--- src/rtl/logic_unit_pipe.sv ---
// logic_unit_pipe: bitwise two-input logic unit with one registered result
// stage behind a valid/ready handshake. An accumulator holds the most recent
// result so a beat can use it in place of operand A (chaining). Zero, all-ones
// and parity flags are registered together with the result.
module logic_unit_pipe #(
  parameter int WIDTH = 8
) (
  input  logic             clk,
  input  logic             reset,
  input  logic             in_valid,
  output logic             in_ready,
  input  logic [WIDTH-1:0] in_a,
  input  logic [WIDTH-1:0] in_b,
  input  logic [2:0]       in_op,
  input  logic             in_chain,
  output logic             out_valid,
  input  logic             out_ready,
  output logic [WIDTH-1:0] out_result,
  output logic             out_zero,
  output logic             out_ones,
  output logic             out_parity
);

  typedef enum logic [2:0] {
    OP_AND  = 3'b000,
    OP_OR   = 3'b001,
    OP_NAND = 3'b010,
    OP_NOR  = 3'b011,
    OP_XOR  = 3'b100,
    OP_XNOR = 3'b101,
    OP_ANDN = 3'b110,
    OP_IMPL = 3'b111
  } op_e;

  logic             out_valid_q, out_valid_d;
  logic [WIDTH-1:0] result_q, result_d;
  logic             zero_q, zero_d;
  logic             ones_q, ones_d;
  logic             parity_q, parity_d;
  logic [WIDTH-1:0] acc_q, acc_d;

  logic             accept;
  logic [WIDTH-1:0] operand_x;
  logic [WIDTH-1:0] func_val;
  op_e              op_sel;

  // Selects operand X and evaluates the requested bitwise function.
  always_comb begin
    op_sel    = op_e'(in_op);
    operand_x = in_chain ? acc_q : in_a;
    func_val  = '0;
    case (op_sel)
      OP_AND:  func_val = operand_x & in_b;
      OP_OR:   func_val = operand_x | in_b;
      OP_NAND: func_val = ~(operand_x & in_b);
      OP_NOR:  func_val = ~(operand_x | in_b);
      OP_XOR:  func_val = operand_x ^ in_b;
      OP_XNOR: func_val = ~(operand_x ^ in_b);
      OP_ANDN: func_val = operand_x & ~in_b;
      OP_IMPL: func_val = ~operand_x | in_b;
      default: func_val = '0;
    endcase
  end

  // Handshake: a new beat fits when the result register is empty or being drained.
  always_comb begin
    in_ready = !out_valid_q || out_ready;
    accept   = in_valid && in_ready;
  end

  // Next-state for result, flags, accumulator and valid; everything holds unless a beat is accepted.
  always_comb begin
    out_valid_d = out_valid_q;
    result_d    = result_q;
    zero_d      = zero_q;
    ones_d      = ones_q;
    parity_d    = parity_q;
    acc_d       = acc_q;
    if (accept) begin
      out_valid_d = 1'b1;
      result_d    = func_val;
      zero_d      = (func_val == '0);
      ones_d      = (func_val == '1);
      parity_d    = ^func_val;
      acc_d       = func_val;
    end else if (out_ready) begin
      out_valid_d = 1'b0;
    end
  end

  // Result stage and accumulator registers with synchronous reset.
  always_ff @(posedge clk) begin
    if (reset) begin
      out_valid_q <= 1'b0;
      result_q    <= '0;
      zero_q      <= 1'b1;
      ones_q      <= 1'b0;
      parity_q    <= 1'b0;
      acc_q       <= '0;
    end else begin
      out_valid_q <= out_valid_d;
      result_q    <= result_d;
      zero_q      <= zero_d;
      ones_q      <= ones_d;
      parity_q    <= parity_d;
      acc_q       <= acc_d;
    end
  end

  // Outputs come straight from the registers.
  always_comb begin
    out_valid  = out_valid_q;
    out_result = result_q;
    out_zero   = zero_q;
    out_ones   = ones_q;
    out_parity = parity_q;
  end

endmodule

--- config.mk ---
export PLATFORM = sky130hd
export DESIGN_NAME = logic_unit_pipe
export DESIGN_NICKNAME = d
export VERILOG_FILES = /design/src/rtl/logic_unit_pipe.sv
export SDC_FILE = /design/constraint.sdc
export NUM_CORES = 1
export LEC_CHECK = 0
export CAP_MARGIN = 20
export CORE_MARGIN = 1.5
export CORE_UTILIZATION = 53
export CTS_BUF_LIST = sky130_fd_sc_hd__clkbuf_4 sky130_fd_sc_hd__clkbuf_8
export CTS_CLUSTER_SIZE = 25
export DETAILED_ROUTE_END_ITERATION = 6
export GPL_TIMING_DRIVEN = 0
export PLACE_DENSITY = 0.92
export SYNTH_ARGS = -nofsm -noshare
export SYNTH_HDL_FRONTEND = slang
export SYNTH_SLANG_ARGS = --single-unit
--- constraint.sdc ---
create_clock -name clk -period 4.1 [get_ports clk]
set_input_delay 0.82 -clock clk [delete_from_list [all_inputs] [get_ports clk]]
set_output_delay 0.82 -clock clk [all_outputs]
set_load 0.02 [all_outputs]
==> results.toml <==
[placement]
finalWeightedCongestion = 0.838
dp.final_hpwl_mm = 3.18
post-place-cells = 289
placed_area_sq_um = 2130
io_buffers = 35

[floorplanning]
initial_core_util_pct = 56.0
num_io_pins = 37
die_y_extent_um = 60.0
die_w_um = 60.0
dieArea_sq_um = 3600
fp.coreArea_sq_um = 3080
core.rowCount = 20

[cells_and_area]
proportion_of_layout_cells_with_a_drive_suffix_above_1_pct = 10.4
filler_cell_count = 245
layout.nets = 306
antennaDiodeCount = 0
synthToLayoutAreaGrowth_pct = 25.6
postLayoutCellArea_sq_um = 2160
instances_no_fill = 293

[sta]
transition_time_at_the_pin_with_the_least_slew_margin_ps = 671
fmaxAchievable_mhz = 296
fin_skew_ps = 3.89
slew_margin_rel_pct = 55.3
totalNegativeSetupSlack_ps = 0
setup_violations = 0
fin_crit_ps = 3380
finalMaxSlewViolations = 0
grt_setup_unrepaired = "false"
finalHoldViolations = 0
ratio_of_final_minimum_period_to_clock_period_pct = 82.4

[critical_path]
arrival_ps = 3580
timing.critical_path.fanout_max = 8
worst-path-buf-inv = 2
worst_path_largest_cell_delay_ps = 500
critPathTopFamily = "simple AND/OR/NAND/NOR gates"
setup.worst_path.end_class = "flip-flop"
cp.depth = 12
worstPathCellList = "clkbuf_1 -> mux2i_1 -> inv_1 -> ha_1 -> nor2b_1 -> o21ai_1 -> or3b_1 -> and2_1 -> ha_1 -> xnor2_1 -> xnor2_1 -> a211oi_1"
worstPathRequired_ps = 4300
reg2reg_depth = 11
timing_worst_setup_path_type = "in2reg"
critPathLaunchType = "input pin"
worst_path_max_delay_cell = "clkbuf_1"

[drt]
route.top_layer_used = "met4"
routed_wire_length_per_instance_um = 13.8
met2WireLength_mm = 1.94
drc = 0
totalWireLength_mm = 4.03
routed-wl-met3_um = 192
drt-pass1-iter-count = 4
detail_route.vias_per_cell = 5.40
vias = 1581
detail_route.wirelength.met1_mm = 1.86
antenna_violating_nets_post_route = 0
drtIter0Drc = 89

[cts]
cts.sink_count = 12
cts-buffers-inserted = 3
cts_stage_hold_buffer_count = 0
cts-resized-gates = 0
clock_tree.root_cell = "clkbuf_4"
post-cts-setup-buffers = 0
cts_buffer_depth = 2
clk-insertion-delay-late_ps = 280
tritoncts = "built"
clkSlewWorstSetupHoldPaths_ps = 90
ctsHtreeMaxLevel = 1

[min_path]
hp_class = "reg2reg"
min_delay_path_depth = 2

[synth]
synthesis.area_per_instance_sq_um = 8.20
synthArstFlopShare_pct = 0
yosysWarnings = 0
post_synthesis_cell_type_with_the_largest_combined_area = "ha_1"
syn-num-nets = 266
syn-cell-area_sq_um = 1720
postSynth.topFlopCell = "dfxtp_1"
synth_cell_type_count = 33
synth_largest_type_area_fraction_pct = 23.2
synth-edff-count = 0
number_of_synthesized_register_bits = 12
synth_most_common_cell = "ha_1"
post_synth_most_frequent_cells = "ha_1, nor2_1, inv_1, nor2b_1, dfxtp_1"
synth-seq-area-share_pct = 13.9
netlist_top_cells_area = "ha_1, dfxtp_1, nor2b_1"
gate_count_post_synth = 210

[global_routing]
globalRoute.totalOverflow = 0
grt_max_degree = 11
grt_pass1_wl_mm = 6.78
track_usage_pct = 24.7
first_global_vias = 1564
grt_antenna_before_repair = 0

[pwr]
switching_share_pct = 37.4
p_comb_share_pct = 51.7
internal-power_uw = 309
switching_power_uw = 184
power_frac_seq_pct = 27.4
vdd.ir_drop.worst_mv = 0.0942
pwr-share-clk_pct = 20.9
cellPowerDensity_nw_per_um2 = 228
power.leakage_uw = 0.00103

[outcome]
run_status = "completed"

[run]
drv.max_cap_violation_count = 0
==> worst min-delay path: cells and delay by family (launching register included) <==
family | cells | cell delay [ps]
compound gates | 1 | 50
flops | 1 | 320
simple gates | 1 | 50
==> cell families after synthesis <==
kind of cell               after synthesis  share of synthesized area, %
DFF                                     12                          13.9
buffers and inverters                   27                          6.75
xor gates and xnor gates                11                          5.59
and+or+nand+nor                         78                          27.3
muxes                                    9                          5.23
AOI/OAI and AO/OA                       41                          17.9
adders and majority gates               32                          23.2
==> power groups by stage <==
stage	registers, uW	clock network, uW	logic [uW]
after floorplan	150	0	159
after global placement	138	0	243
after detailed placement	138	0	253
after CTS	135	99.9	255
after global routing	137	109	282
final	135	103	255
==> layout make-up <==
| cell class | instances | area (sq um) | share of cell area (%) |
|---|---|---|---|
| plain buffers | 10 | 52.6 | 2.43 |
| clock buffers | 4 | 36.3 | 1.68 |
| inverters | 17 | 63.8 | 2.95 |
| multi-input cells | 171 | 1370 | 63.1 |
| flip-flops and latches | 12 | 240 | 11.1 |
| well taps | 44 | 55.1 | 2.54 |
| repair buffers | 35 | 350 | 16.2 |
==> placed cells by master, fill, tap and decap left out, types with 7 or more instances in the layout <==
cell,synthesis,layout
a211oi_2,7,7
a21o_1,7,7
a21oi_1,9,9
clkdlybuf4s50_1,0,35
dfxtp_1,12,12
ha_1,32,32
inv_1,17,17
mux2i_1,9,9
nand3b_1,7,7
nor2_1,24,24
nor2b_1,16,16
o31ai_1,7,7
or2_1,7,7
xnor2_1,11,11
==> metrics by stage <==
| step | hold slack [ps] | worst slack [ps] | total power, uW | utilization (%) |
|---|---|---|---|---|
| global route | 485 | 504 | 528 | 70.3 |
| detailed placement | 453 | 449 | 392 | 69.1 |
| floorplan | 530 | 849 | 309 | - |
| global placement | 437 | 554 | 381 | 69.1 |
| finish | 467 | 723 | 493 | 70.3 |
| CTS | 471 | 712 | 490 | 70.3 |
==> metal layers <==
metal,track usage (%),up-vias
met5,0,-
met4,7.94,0
met3,2.60,6
met2,42.1,46
met1,32.3,735
li1,-,794
==> sequential cells by signal (all words and copies together), names as in the netlist <==
signal      count
acc_q           8
out_ones        1
out_parity      1
out_valid       1
out_zero        1
==> path summary, 6_finish.rpt <==
kind                                             from                      end  slack (ps)
worst max-delay path                         in_chain  out_parity$_SDFFE_PP0P_         720
worst min-delay path            out_ones$_SDFFE_PP0P_    out_ones$_SDFFE_PP0P_         470
worst max register to register  acc_q[7]$_SDFFE_PP0P_  out_parity$_SDFFE_PP0P_        1550
worst min register to register  out_ones$_SDFFE_PP0P_    out_ones$_SDFFE_PP0P_         470
Note: power is estimated with default switching activity, not from simulation.
